<file path="config.mk">
export PLATFORM = sky130hd
export DESIGN_NAME = pipe_stage_reg
export DESIGN_NICKNAME = d
export VERILOG_FILES = /design/src/rtl/pipe_stage_reg.sv
export SDC_FILE = /design/constraint.sdc
export NUM_CORES = 1
export LEC_CHECK = 0
export CAP_MARGIN = 20
export CORE_MARGIN = 10
export CORE_UTILIZATION = 56
export CTS_BUF_LIST = sky130_fd_sc_hd__clkbuf_4
export DETAILED_ROUTE_END_ITERATION = 10
export GPL_ROUTABILITY_DRIVEN = 0
export GPL_TIMING_DRIVEN = 0
export PLACE_DENSITY = 0.88
export RECOVER_POWER = 25
export SLEW_MARGIN = 5
export SYNTH_ARGS = -nofsm -noshare
export SYNTH_HDL_FRONTEND = slang
export SYNTH_SLANG_ARGS = --single-unit
</file>
<file path="constraint.sdc">
create_clock -name CLK -period 3.6 [get_ports CLK]
set_clock_uncertainty 0.05 [all_clocks]
set_input_delay 0.72 -clock CLK [delete_from_list [all_inputs] [get_ports CLK]]
set_output_delay 0.72 -clock CLK [all_outputs]
set_load 0.01 [all_outputs]
</file>
<file path="src/rtl/pipe_stage_reg.sv">
// rtl/pipe_stage_reg.sv - valid/ready pipeline register with 2-entry skid buffer and flush
// Optional stall/bubble counters are built only when PIPE_STAGE_STATS_EN is defined.
module pipe_stage_reg #(
    parameter int PAYLOAD_W = 160,
    parameter int CNT_W     = 16
) (
    input  logic                 CLK,
    input  logic                 RST,
    input  logic                 in_valid,
    output logic                 in_ready,
    input  logic [PAYLOAD_W-1:0] in_data,
    input  logic                 flush,
    output logic                 out_valid,
    input  logic                 out_ready,
    output logic [PAYLOAD_W-1:0] out_data,
    output logic [CNT_W-1:0]     stall_cnt,
    output logic [CNT_W-1:0]     bubble_cnt
);

    logic                 r_m_valid;
    logic [PAYLOAD_W-1:0] r_m_data;
    logic                 r_s_valid;
    logic [PAYLOAD_W-1:0] r_s_data;

    logic w_accept;
    logic w_main_free;

    // in_ready comes straight from the skid flop, so out_ready never reaches it combinationally.
    assign in_ready    = !r_s_valid;
    assign out_valid   = r_m_valid;
    assign out_data    = r_m_data;
    assign w_accept    = in_valid && !r_s_valid;
    assign w_main_free = !r_m_valid || out_ready;

    always_ff @(posedge CLK) begin
        if (RST) begin
            r_m_valid <= 1'b0;
            r_s_valid <= 1'b0;
            r_m_data  <= '0;
            r_s_data  <= '0;
        end else if (flush) begin
            r_m_valid <= 1'b0;
            r_s_valid <= 1'b0;
        end else if (w_main_free) begin
            if (r_s_valid) begin
                r_m_valid <= 1'b1;
                r_m_data  <= r_s_data;
                r_s_valid <= 1'b0;
            end else if (w_accept) begin
                r_m_valid <= 1'b1;
                r_m_data  <= in_data;
            end else begin
                r_m_valid <= 1'b0;
            end
        end else if (w_accept) begin
            r_s_valid <= 1'b1;
            r_s_data  <= in_data;
        end
    end

`ifdef PIPE_STAGE_STATS_EN
    localparam logic [CNT_W-1:0] CNT_MAX = {CNT_W{1'b1}};
    localparam logic [CNT_W-1:0] CNT_ONE = {{(CNT_W-1){1'b0}}, 1'b1};

    logic [CNT_W-1:0] r_stall_cnt;
    logic [CNT_W-1:0] r_bubble_cnt;

    // Saturating counters; flush deliberately leaves them alone.
    always_ff @(posedge CLK) begin
        if (RST) begin
            r_stall_cnt  <= '0;
            r_bubble_cnt <= '0;
        end else begin
            if (r_m_valid && !out_ready && (r_stall_cnt != CNT_MAX))
                r_stall_cnt <= r_stall_cnt + CNT_ONE;
            if (!r_m_valid && (r_bubble_cnt != CNT_MAX))
                r_bubble_cnt <= r_bubble_cnt + CNT_ONE;
        end
    end

    assign stall_cnt  = r_stall_cnt;
    assign bubble_cnt = r_bubble_cnt;
`else
    assign stall_cnt  = '0;
    assign bubble_cnt = '0;
`endif

endmodule

</file>
* Yosys cells after proc, flatten, opt, wreduce, memory -nomap -nowiden
Cells that the tools add are included.
** Word-level totals
- Bits of input ports :: 165
- Bits in registers :: 322
- Logic and storage cells :: 19
- Output and inout port bits :: 194
** Operators by class
- Reduce and logical (&&, ||, !) cells :: 9
- Bitwise operators :: 2
- Multiplexer cells :: 4
** Operators by type and width (number)
- $mux 160 :: 2
- $reduce_and 3->1 :: 2
- $reduce_or 3->1 :: 1
- $logic_not 1->1 :: 2
- $mux 1 :: 2
- $not 1->1 :: 2
- $reduce_bool 2->1 :: 1
- $reduce_or 2->1 :: 1
- $logic_and 1x1->1 :: 1
- $logic_or 1x1->1 :: 1

* Depth between registers and ports, before layout
- Depth in word-level cells :: 4
- Mapped depth :: 7
- Mapped depth without buffers :: 3

* Least setup slack after synthesis
No wires, ideal clock.
- Path type :: input port to flip-flop
- Start :: input out_ready
- End :: register r_m_data[63], in the netlist out_data[63]
- Data required time :: 3404 ps
- Path buffers :: 4
- Cell stages on the path :: 7
- Path slack :: 1687 ps
- Setup time :: 146 ps
- Data arrival time :: 1717 ps
- Cell sequence :: nand2b_1 > clkbuf_1 > and2_1 > buf_2 > buf_6 > buf_6 > a211oi_2
** On the way
- Longest elaborated chain between the ends :: 2
** RTL lines
- from (decl) :: RTL line 14 : input logic out_ready,
- $logic_or 1x1->1 :: RTL line 33 : assign w_main_free = !r_m_valid || out_ready;
- $reduce_and 3->1 (no line)
- to (signal assigned) :: RTL line 47 : r_m_data <= r_s_data;
- to (signal assigned) :: RTL line 51 : r_m_data <= in_data;
- to (decl) :: RTL line 21 : logic [PAYLOAD_W-1:0] r_m_data;
Every way passes these cells.
A chain may end at the register's enable or synchronous reset.

* Final worst setup path
- Start :: register r_s_valid
- End :: output in_ready
** On the way
- Longest elaborated chain between the ends :: 1
** RTL lines
- from (decl) :: RTL line 22 : logic r_s_valid;
- from (signal assigned) :: RTL line 38 : r_s_valid <= 1'b0;
- from (signal assigned) :: RTL line 43 : r_s_valid <= 1'b0;
- from (signal assigned) :: RTL line 48 : r_s_valid <= 1'b0;
- $logic_not 1->1 :: RTL line 29 : assign in_ready = !r_s_valid;
- to (decl) :: RTL line 10 : output logic in_ready,
Every way passes these cells.

==> impl_metrics.env <==
export IMPL_grt_pass1_vias=13330
export IMPL_ys_flop_type="dfxtp_1"
export IMPL_critical_path_arrival_ns=2.64
export IMPL_dr_total_vias=12780
export IMPL_ys_warn_count=0
export IMPL_max_stage_delay_ns=0.51
export IMPL_slowest_stage="clkdlybuf4s50_1"
export IMPL_synth_common_cells="dfxtp_1, nand2b_1, mux2i_1"
export IMPL_insertion_delay_ns=0.71
export IMPL_cts_repair_resized=0
export IMPL_core_sq_um=26880
export IMPL_track_usage_pct=26.42
export IMPL_relSlewSlack_pct=34.34
export IMPL_syn_area_sq_um=15280
export IMPL_synth_edff_count=0
export IMPL_critPathCaptureType="output port"
export IMPL_ios=359
export IMPL_finalSetupViolations=0
export IMPL_crit_family="buffers and inverters"
export IMPL_synth_area_leaders="dfxtp_1, mux2i_1, nand2b_1"
export IMPL_cts_setup_buffers=0
export IMPL_ys_types=19
export IMPL_slew_viol_final=0
export IMPL_clock_path_buffers=3
export IMPL_min_period_ns=3.408
export IMPL_die_h_um=185.2
export IMPL_tightest_slew_ns=0.9850
export IMPL_power_uw=8395
export IMPL_synth_top_area_cell="dfxtp_1"
export IMPL_drc=0
export IMPL_ys_seq_area_share_pct=42.20
export IMPL_crit_top_cell="buf_2"
export IMPL_vias_per_cell=5.508
export IMPL_htree_levels=3
export IMPL_path_clk_slew_ns=0.07
export IMPL_path_class="register to output port"
export IMPL_synth_most_common_cell="dfxtp_1"
export IMPL_design_die_area_sq_um=34280
export IMPL_cts_buffers=86
export IMPL_cts_sinks=322
export IMPL_syn_area_per_cell_sq_um=10.41
export IMPL_required_ns=2.83
export IMPL_port_buffers=325
export IMPL_maxCapViolations=0
export IMPL_multi_input_area_sq_um=7876
export IMPL_worstHoldPathType="register to register"
export IMPL_grt_max_degree=14
export IMPL_post_cts_hold_buffer_count=0
export IMPL_routed_wl_um=46970
export IMPL_die_x_um=185.2
export IMPL_path_cells="buf_2 -> buf_2 -> buf_2 -> inv_1 -> clkdlybuf4s50_1"
export IMPL_dr_first_iter_drc_count=591
export IMPL_hold_viol_final=0
export IMPL_grt_pass1_wl_um=72250
export IMPL_ys_seq_elements=322
export IMPL_fin_nets=2076
export IMPL_cp_max_fo=10
export IMPL_timing_setup_tns_ns=0
export IMPL_antenna_found_initial=7
export IMPL_grt_overflow=0
export IMPL_startpoint_type="register"
export IMPL_area_delta_synth_final_pct=31.38
export IMPL_fin_crit_sh_pct=94.67
export IMPL_wl_per_cell_um=20.24
export IMPL_syn_instance_count=1467
export IMPL_leakage_uw=0.006799
export IMPL_fmax_mhz=293.4
export IMPL_final_seq_area_sq_um=6446
export IMPL_async_flop_share_pct=0
export IMPL_start_util_pct=56.84
export IMPL_p_per_area_nw_per_um2=418.3
export IMPL_cts_root_buf="clkbuf_4"
export IMPL_dpl_hpwl_um=34250
export IMPL_rsz0062_at_grt="no"
export IMPL_critPathBufInv=5
export IMPL_drive_above_1_share_pct=16.55
export IMPL_ant_nets=0
export IMPL_status="finished clean"
export IMPL_fillerInstances=1926
export IMPL_ir_worst_vdd_mv=0.2647
export IMPL_rows=60
export IMPL_cts_tree="done"
export IMPL_yosysTopAreaCellShare_pct=42.20
export IMPL_detail_route_first_pass_iterations=5
## cell families after synthesis
group / share of synthesized area (%)
compound gates: 16.50
flops: 42.20
buf+inv: 7.003
other cells: 0.02455
simple gates: 13.31
mux: 20.97
## final timing paths
kind | startpoint | endpoint | slack, ns | cells after the start
setup / recovery | r_s_valid$_SDFFE_PP0P_ | in_ready | 0.19 | 5
hold / removal | r_s_data[5]$_SDFFE_PP0P_ | r_s_data[5]$_SDFFE_PP0P_ | 0.42 | 2
setup reg to reg | r_s_valid$_SDFFE_PP0P_ | r_s_data[67]$_SDFFE_PP0P_ | 0.74 | 6
hold reg to reg | r_s_data[5]$_SDFFE_PP0P_ | r_s_data[5]$_SDFFE_PP0P_ | 0.42 | 2
## power by group
| part | internal (uW) | total (uW) | switching (uW) |
|---|---|---|---|
| Clock | 1790 | 3340 | 1550 |
| Sequential | 3700 | 3790 | 88.3 |
| Combinational | 662 | 1270 | 605 |
## metrics by stage
step / utilization (%) / setup slack (ns) / hold WS [ns] / instances / cell area, sq um
5_1_grt: 74.66 / 0.08593 / 0.4417 / 2318 / 20060
6_report: 74.67 / 0.1919 / 0.4219 / 2320 / 20070
4_1_cts: 75.18 / 0.1636 / 0.4265 / 2317 / 20210
2_1_floorplan: - / 1.687 / 0.3979 / 1498 / 15390
3_3_place_gp: 70.96 / 0.5697 / 0.4073 / 2164 / 19070
3_5_place_dp: 70.96 / 0.5213 / 0.4145 / 2164 / 19070
## placed cells by master (no fill, tap or decap), drive strengths merged
master and instances:
a211oi 161, a21oi 160, and2 1, buf 89, bufinv 2, clkbuf 216
clkdlybuf4s50 324, clkinv 20, clkinvlp 1, conb 32, dfxtp 322, diode 3
dlygate4sd3 1, inv 2, mux2i 320, nand2b 321, nor2 1, nor4 1
nor4b 1, o21ba 1
## flip-flops by register name, summed over array words and instances, names as in the netlist
register and cells:
r_s_data 160, out_valid 1, r_s_valid 1, out_data 160
## layout make-up
class	instances	share of cell area, %
clock buffer	129	4.825
tap	341	2.126
sequential	322	32.12
buffer	176	4.595
inverter	1	0.01870
timing repair buffer	325	16.21
antenna	3	0.03741
clock inverter	24	0.8229
multi-input combinational	999	39.25
## worst min-delay path, stage by stage (launching register included)
cell and delay [ns]:
dfxtp_1 0.31, nand2b_1 0.06, mux2i_1 0.06
## layer usage
| metal | GRT usage [%] | wire length [um] | share of wire (%) | vias up |
|---|---|---|---|---|
| met5 | 0 | 48 | 0.10 | - |
| met4 | 9.720 | 1211 | 2.6 | 8 |
| met3 | 9.835 | 4787 | 10 | 94 |
| met2 | 44.81 | 22720 | 48 | 504 |
| met1 | 29.63 | 18200 | 39 | 6158 |
| li1 | - | - | - | 6015 |
No activity file was read; power rests on OpenSTA's default activity.
